**src/rtl/ysyx_201979054_pkg.sv**
```systemverilog
// Shared ALU control codes and divider state encoding.
// Imported by the ALU decoder and the iterative divider.
package ysyx_201979054_pkg;

    localparam logic [4:0] ALU_DIVW  = 5'b10011;
    localparam logic [4:0] ALU_DIVU  = 5'b10101;
    localparam logic [4:0] ALU_DIVUW = 5'b10110;
    localparam logic [4:0] ALU_REMU  = 5'b10111;
    localparam logic [4:0] ALU_REMUW = 5'b11000;
    localparam logic [4:0] ALU_REMW  = 5'b11001;

    typedef enum logic [1:0] {
        IDLE,
        CALC,
        DONE
    } t_div_state;

endpackage

```
**src/rtl/ysyx_201979054_div_step.sv**
```systemverilog
// One radix-2 restoring division iteration.
// Shifts {rem, quo} left and keeps the trial difference on no-borrow.
module ysyx_201979054_div_step
    import ysyx_201979054_pkg::*;
#(
    parameter int XLEN = 64
) (
    input  logic [XLEN-1:0] i_rem,
    input  logic [XLEN-1:0] i_quo,
    input  logic [XLEN-1:0] i_div,
    output logic [XLEN-1:0] o_rem,
    output logic [XLEN-1:0] o_quo
);

    logic [XLEN:0] shifted;
    logic [XLEN:0] diff;

    // Trial subtract; the extra top bit is the borrow.
    always_comb begin
        shifted = {i_rem, i_quo[XLEN-1]};
        diff    = shifted - {1'b0, i_div};
        o_quo   = {i_quo[XLEN-2:0], ~diff[XLEN]};
        o_rem   = diff[XLEN] ? shifted[XLEN-1:0] : diff[XLEN-1:0];
    end

endmodule

```
**src/rtl/ysyx_201979054_div_unit.sv**
```systemverilog
// Multi-cycle restoring divider for the DIV/REM family.
// Start/busy/done handshake lets the control FSM stall the core.
module ysyx_201979054_div_unit
    import ysyx_201979054_pkg::*;
#(
    parameter int XLEN = 64
) (
    input  logic            i_clk,
    input  logic            i_rst,
    input  logic            i_start,
    input  logic            i_flush,
    input  logic [4:0]      i_alu_control,
    input  logic [XLEN-1:0] i_src_a,
    input  logic [XLEN-1:0] i_src_b,
    output logic            o_busy,
    output logic            o_done,
    output logic [XLEN-1:0] o_result
);

    localparam int CW = $clog2(XLEN) + 1;
    localparam int HW = XLEN - 32;

    t_div_state state_q, state_d;
    logic [CW-1:0]   cnt_q, cnt_d;
    logic [XLEN-1:0] pr_q, pr_d;
    logic [XLEN-1:0] quo_q, quo_d;
    logic [XLEN-1:0] dvs_q, dvs_d;
    logic [XLEN-1:0] res_q, res_d;
    logic            w_q, w_d;
    logic            is_rem_q, is_rem_d;
    logic            qneg_q, qneg_d;
    logic            rneg_q, rneg_d;

    logic            in_ok, in_w, in_rem, in_sgn;
    logic [31:0]     a32, b32, a_abs, b_abs;
    logic            a_neg, b_neg, div_zero, ovf;
    logic [XLEN-1:0] special_res;
    logic [XLEN-1:0] pr_nx, quo_nx;
    logic [XLEN-1:0] raw, val, fix_res;
    logic            neg;

    // Decode the incoming opcode into width/kind/signedness.
    always_comb begin
        in_ok  = 1'b1;
        in_w   = 1'b0;
        in_rem = 1'b0;
        in_sgn = 1'b0;
        case (i_alu_control)
            ALU_DIVU:  ;
            ALU_REMU:  in_rem = 1'b1;
            ALU_DIVUW: in_w = 1'b1;
            ALU_REMUW: begin in_w = 1'b1; in_rem = 1'b1; end
            ALU_DIVW:  begin in_w = 1'b1; in_sgn = 1'b1; end
            ALU_REMW:  begin
                in_w   = 1'b1;
                in_rem = 1'b1;
                in_sgn = 1'b1;
            end
            default:   in_ok = 1'b0;
        endcase
    end

    // Operand conditioning and the results that bypass iteration.
    always_comb begin
        a32      = i_src_a[31:0];
        b32      = i_src_b[31:0];
        a_neg    = in_sgn & a32[31];
        b_neg    = in_sgn & b32[31];
        a_abs    = a_neg ? -a32 : a32;
        b_abs    = b_neg ? -b32 : b32;
        div_zero = in_w ? (b32 == '0) : (i_src_b == '0);
        ovf      = in_sgn && (a32 == 32'h8000_0000)
                   && (b32 == 32'hFFFF_FFFF);
        special_res = '0;
        if (div_zero) begin
            if (!in_rem)
                special_res = '1;
            else if (in_w)
                special_res = {{HW{a32[31]}}, a32};
            else
                special_res = i_src_a;
        end else if (!in_rem) begin
            special_res = {{HW{1'b1}}, 32'h8000_0000};
        end
    end

    ysyx_201979054_div_step #(.XLEN(XLEN)) u_step (
        .i_rem (pr_q),
        .i_quo (quo_q),
        .i_div (dvs_q),
        .o_rem (pr_nx),
        .o_quo (quo_nx)
    );

    // Sign fix-up and W sign extension of the final iteration.
    always_comb begin
        raw = is_rem_q ? pr_nx : quo_nx;
        if (w_q)
            raw = {{HW{1'b0}}, raw[31:0]};
        neg     = is_rem_q ? rneg_q : qneg_q;
        val     = neg ? -raw : raw;
        fix_res = w_q ? {{HW{val[31]}}, val[31:0]} : val;
    end

    // Next-state and datapath control.
    always_comb begin
        state_d  = state_q;
        cnt_d    = cnt_q;
        pr_d     = pr_q;
        quo_d    = quo_q;
        dvs_d    = dvs_q;
        res_d    = res_q;
        w_d      = w_q;
        is_rem_d = is_rem_q;
        qneg_d   = qneg_q;
        rneg_d   = rneg_q;
        unique case (state_q)
            IDLE: begin
                if (i_start && in_ok) begin
                    w_d      = in_w;
                    is_rem_d = in_rem;
                    qneg_d   = a_neg ^ b_neg;
                    rneg_d   = a_neg;
                    pr_d     = '0;
                    quo_d    = in_w ? {a_abs, {HW{1'b0}}} : i_src_a;
                    dvs_d    = in_w ? {{HW{1'b0}}, b_abs} : i_src_b;
                    cnt_d    = in_w ? CW'(32) : CW'(XLEN);
                    if (div_zero || ovf) begin
                        res_d   = special_res;
                        state_d = DONE;
                    end else begin
                        state_d = CALC;
                    end
                end
            end
            CALC: begin
                pr_d  = pr_nx;
                quo_d = quo_nx;
                cnt_d = cnt_q - CW'(1);
                if (cnt_q == CW'(1)) begin
                    res_d   = fix_res;
                    state_d = DONE;
                end
            end
            DONE: state_d = IDLE;
            default: state_d = IDLE;
        endcase
        if (i_flush) begin
            state_d = IDLE;
            res_d   = res_q;
        end
    end

    // State and datapath registers.
    always_ff @(posedge i_clk) begin
        if (i_rst) begin
            state_q  <= IDLE;
            cnt_q    <= '0;
            pr_q     <= '0;
            quo_q    <= '0;
            dvs_q    <= '0;
            res_q    <= '0;
            w_q      <= 1'b0;
            is_rem_q <= 1'b0;
            qneg_q   <= 1'b0;
            rneg_q   <= 1'b0;
        end else begin
            state_q  <= state_d;
            cnt_q    <= cnt_d;
            pr_q     <= pr_d;
            quo_q    <= quo_d;
            dvs_q    <= dvs_d;
            res_q    <= res_d;
            w_q      <= w_d;
            is_rem_q <= is_rem_d;
            qneg_q   <= qneg_d;
            rneg_q   <= rneg_d;
        end
    end

    assign o_busy   = (state_q != IDLE);
    assign o_done   = (state_q == DONE);
    assign o_result = res_q;

endmodule

```
**config.mk**
```make
export PLATFORM = sky130hd
export DESIGN_NAME = ysyx_201979054_div_unit
export DESIGN_NICKNAME = d
export VERILOG_FILES = /design/src/rtl/ysyx_201979054_pkg.sv /design/src/rtl/ysyx_201979054_div_step.sv /design/src/rtl/ysyx_201979054_div_unit.sv
export SDC_FILE = /design/constraint.sdc
export NUM_CORES = 1
export LEC_CHECK = 0
export CAP_MARGIN = 20
export CORE_MARGIN = 10
export CORE_UTILIZATION = 32
export CTS_CLUSTER_DIAMETER = 40
export DETAILED_ROUTE_END_ITERATION = 6
export PLACE_DENSITY_LB_ADDON = 0.3
export SLEW_MARGIN = 20
export SYNTH_ARGS = -nofsm -noshare
export SYNTH_HDL_FRONTEND = slang
export SYNTH_SLANG_ARGS = --single-unit
```
**constraint.sdc**
```tcl
create_clock -name i_clk -period 15.4 [get_ports i_clk]
set_input_delay 2.31 -clock i_clk [delete_from_list [all_inputs] [get_ports i_clk]]
set_output_delay 2.31 -clock i_clk [all_outputs]
set_load 0.05 [all_outputs]
```
==> impl_metrics.env <==
export IMPL_critPathLaunchType="flop"
export IMPL_slowest_delay_ns=0.65
export IMPL_p_leak_nw=9.516
export IMPL_crit_family="compound AO/OA/AOI/OAI gates"
export IMPL_clock_sinks=269
export IMPL_h_tree_depth=2
export IMPL_arrival_ns=7.79
export IMPL_finalSetupViolCount=0
export IMPL_grt_util_all_layers=0.2208
export IMPL_vias=24000
export IMPL_dp_slack_ns=8.344
export IMPL_overflow=0
export IMPL_cts_resized=0
export IMPL_wl_per_cell_um=22.50
export IMPL_vias_per_cell=5.909
export IMPL_synth_edf_count=0
export IMPL_postCtsSetupBuffers=0
export IMPL_numCtsBuffers=52
export IMPL_critPathMaxFanout=61
export IMPL_layout_setup_ws_ns=8.146
export IMPL_crit_cells=24
export IMPL_p_total_mw=3.050
export IMPL_r2r_end="o_result[52]$_SDFFE_PP0P_"
export IMPL_final_core_util=0.3880
export IMPL_drt_met1_wl_um=36940
export IMPL_avgSynthCellArea_um2=7.057
export IMPL_gp_congestion=0.9527
export IMPL_synthCells=3071
export IMPL_initial_utilization=0.3227
export IMPL_crit_chain="inv_1 -> ha_1 -> fa_1 -> nor2b_1 -> o31a_1 -> o31ai_4 -> a211oi_4 -> o2111a_1 -> o21ai_4 -> buf_4 -> nand2_2 -> buf_4 -> o21ai_0 -> mux2i_1 -> ha_1 -> nand3b_1 -> a21oi_1 -> o211ai_1 -> nor4_1 -> nand3_1 -> nor3_2 -> a31oi_1 -> or4b_1 -> nand3_1"
export IMPL_synth_net_count=3279
export IMPL_worst_slew_pin_slew_ns=1.142
export IMPL_cp_num_buf_inv=3
export IMPL_hp_class="reg2reg"
export IMPL_cts_tree="done"
export IMPL_p_per_area_nw_per_um2=117.1
export IMPL_num_antenna_cells=0
export IMPL_ys_warn_count=0
export IMPL_yosys_area_top_type="dfxtp_1"
export IMPL_ctsRootBufferMaster="clkbuf_16"
export IMPL_drive_gt1_frac=0.06964
export IMPL_critPathSlowestCell="o2111a_1"
export IMPL_nNetsFinal=3353
export IMPL_seq_area_frac_synth=0.2485
export IMPL_wl_met2_um=44830
export IMPL_grt_pass1_vias=22410
export IMPL_async_flop_share=0
export IMPL_status="completed"
export IMPL_grt_setup_unrepaired="false"
export IMPL_num_rows=95
export IMPL_syn_area_um2=21670
export IMPL_cap_violations=0
export IMPL_synth_seq_cells=269
export IMPL_hpwl_um=68960
export IMPL_end_kind="flop"
export IMPL_r2r_cells=24
export IMPL_min_path_cells=2
export IMPL_area_delta_synth_final_pct=20.22
export IMPL_cts_hold_buf=0
export IMPL_top_layer_used="met4"
export IMPL_drt_iter0_markers=2403
export IMPL_r2r_start="quo_q[63]$_SDFFE_PP0P_"
export IMPL_path_clk_slew_ns=0.05
export IMPL_peakVddDrop_mv=0.08611
export IMPL_pin_count=203
export IMPL_antenna_left=0
export IMPL_place_port_buffers=202
export IMPL_routed_wl_met3_um=6175
export IMPL_dieArea_um2=78540
export IMPL_grt_max_degree=105
export IMPL_path_class="reg2reg"
export IMPL_synth_distinct_cells=105
export IMPL_antenna_found_initial=0
export IMPL_clock_latency_ns=0.61
export IMPL_finClkSkew_ns=0.02658
export IMPL_dr_pass1_iters=6
export IMPL_required_ns=15.94
export IMPL_ys_flop_type="dfxtp_1"
export IMPL_drc=0
export IMPL_hp_start="o_result[63]$_SDFFE_PP0P_"
export IMPL_drt_total_wl_um=91390
export IMPL_synthTopCellsByArea="dfxtp_1 25%, a21oi_1 8.1%, nor2_1 6.4%"
export IMPL_die_x_um=280.2
export IMPL_hold_viol=0
export IMPL_maxSlewViolCount=0
export IMPL_fmax_ghz=0.1379
export IMPL_rrSetupSlack_ns=8.15
export IMPL_min_to="o_result[63]$_SDFFE_PP0P_"
export IMPL_min_period_over_period=0.4711
export IMPL_clockBufferDepth=3
export IMPL_synth_top_area_share=0.2485
export IMPL_whs_ns=0.4494
export IMPL_die_h_um=280.2
export IMPL_finalCriticalPeriod_ns=7.254
export IMPL_slew_headroom=0.2387
export IMPL_core_um2=67160
export IMPL_grt_pass1_wl_um=135800
export IMPL_finalSetupTns_ns=0
==> layout by cell type (no fill, tap or decap), types with 57 or more instances in the layout <==
master           synthesis  final
nand2_1                369    369
inv_1                   98     98
dfxtp_1                269    268
nor2_1                 371    366
o21ai_0                186    185
xnor2_1                 73     73
clkdlybuf4s50_1          0    201
ha_1                    70     70
nor3_1                  89     87
a22oi_1                 57     57
a21oi_1                350    349
nand3_1                 97     97
==> worst max path at each step <==
stage / slack (ns) / endpoint / startpoint
after floorplan: 9.87 / o_result[54]$_SDFFE_PP0P_ / quo_q[63]$_SDFFE_PP0P_
after global placement: 8.43 / o_result[16]$_SDFFE_PP0P_ / i_src_b[0]
after detailed placement: 8.34 / o_result[16]$_SDFFE_PP0P_ / i_src_b[0]
after CTS: 8.42 / o_result[52]$_SDFFE_PP0P_ / quo_q[63]$_SDFFE_PP0P_
after global routing: 7.67 / o_result[52]$_SDFFE_PP0P_ / quo_q[63]$_SDFFE_PP0P_
final: 8.15 / o_result[52]$_SDFFE_PP0P_ / quo_q[63]$_SDFFE_PP0P_
==> synthesized netlist by cell type (10+ instances only) <==
| cell | instances |
|---|---|
| nor2_1 | 371 |
| nand2_1 | 369 |
| a21oi_1 | 350 |
| dfxtp_1 | 269 |
| o21ai_0 | 186 |
| clkbuf_1 | 153 |
| inv_1 | 98 |
| nand3_1 | 97 |
| nor3_1 | 89 |
| xnor2_1 | 73 |
| ha_1 | 70 |
| a22oi_1 | 57 |
| a211oi_1 | 56 |
| a31oi_1 | 56 |
| xor2_1 | 56 |
| nand4_1 | 54 |
| a21o_1 | 41 |
| a311oi_1 | 38 |
| o211ai_1 | 36 |
| mux2i_1 | 33 |
| nor4_1 | 33 |
| o21a_1 | 32 |
| buf_2 | 28 |
| buf_1 | 27 |
| o21ai_1 | 26 |
| o31ai_1 | 25 |
| or3_1 | 25 |
| nor2b_1 | 18 |
| and2_1 | 17 |
| a32o_1 | 15 |
| or4_1 | 14 |
| and3_1 | 12 |
| o221ai_1 | 11 |
| buf_6 | 10 |
| nand2b_1 | 10 |
==> layer usage <==
| layer | track usage | vias up |
|---|---|---|
| li1 | - | 11450 |
| met1 | 0.2709 | 11430 |
| met2 | 0.3838 | 933 |
| met3 | 0.03217 | 184 |
| met4 | 0.08358 | 0 |
| met5 | 0 | - |
==> sequential cells by signal, summed over array words and instances, names as in the netlist, 2 cells and up <==
signal / cells
o_result: 64
cnt_q: 7
state_q: 2
dvs_q: 64
pr_q: 64
quo_q: 64
==> per-stage QoR <==
| stage | std cells | instance area (um2) |
|---|---|---|
| 6_report | 4061 | 26060 |
| 5_1_grt | 4061 | 26060 |
| 4_1_cts | 4061 | 26050 |
| 3_5_place_dp | 3964 | 24210 |
| 3_3_place_gp | 3964 | 24210 |
| 2_1_floorplan | 3071 | 21670 |
==> final cells by class <==
type	count	area (um2)
clock buffers	64	1458
fillers	7115	41100
multi-input cells	2482	15050
clock inverters	33	382.9
repair buffers	241	2316
flip-flops and latches	269	5389
inverters	99	371.6
well taps	873	1092
==> worst register-to-register path, cell delays in order (launching register included) <==
cell and delay, ns:
dfxtp_1 0.40, inv_1 0.06, ha_1 0.22, fa_1 0.40
nor2b_1 0.17, o31a_1 0.30, o31ai_4 0.14, a211oi_4 0.48
o2111a_1 0.65, o21ai_4 0.06, buf_4 0.26, nand2_2 0.09
buf_4 0.55, o21ai_0 0.25, mux2i_1 0.28, ha_1 0.29
nand3b_1 0.10, a21oi_1 0.14, o211ai_1 0.23, nor4_1 0.48
nand3_1 0.49, nor3_2 0.42, a31oi_1 0.16, or4b_1 0.50
nand3_1 0.08
==> power by group <==
part	switching, mW	leakage [nW]	internal [mW]
Sequential	0.0192	2.18	0.716
Combinational	0.751	6.46	0.356
Clock	0.432	0.883	0.776
Total	1.20	9.52	1.85
==> logic make-up after synthesis <==
family / Yosys count / share of synthesized area
mux: 39 / 0.01836
flops: 269 / 0.2485
xor+xnor: 129 / 0.05213
compound gates: 1062 / 0.3211
buf+inv: 320 / 0.06102
fa+ha+maj: 71 / 0.04133
simple gates: 1181 / 0.2576
Note: power is estimated with default switching activity, not from simulation.
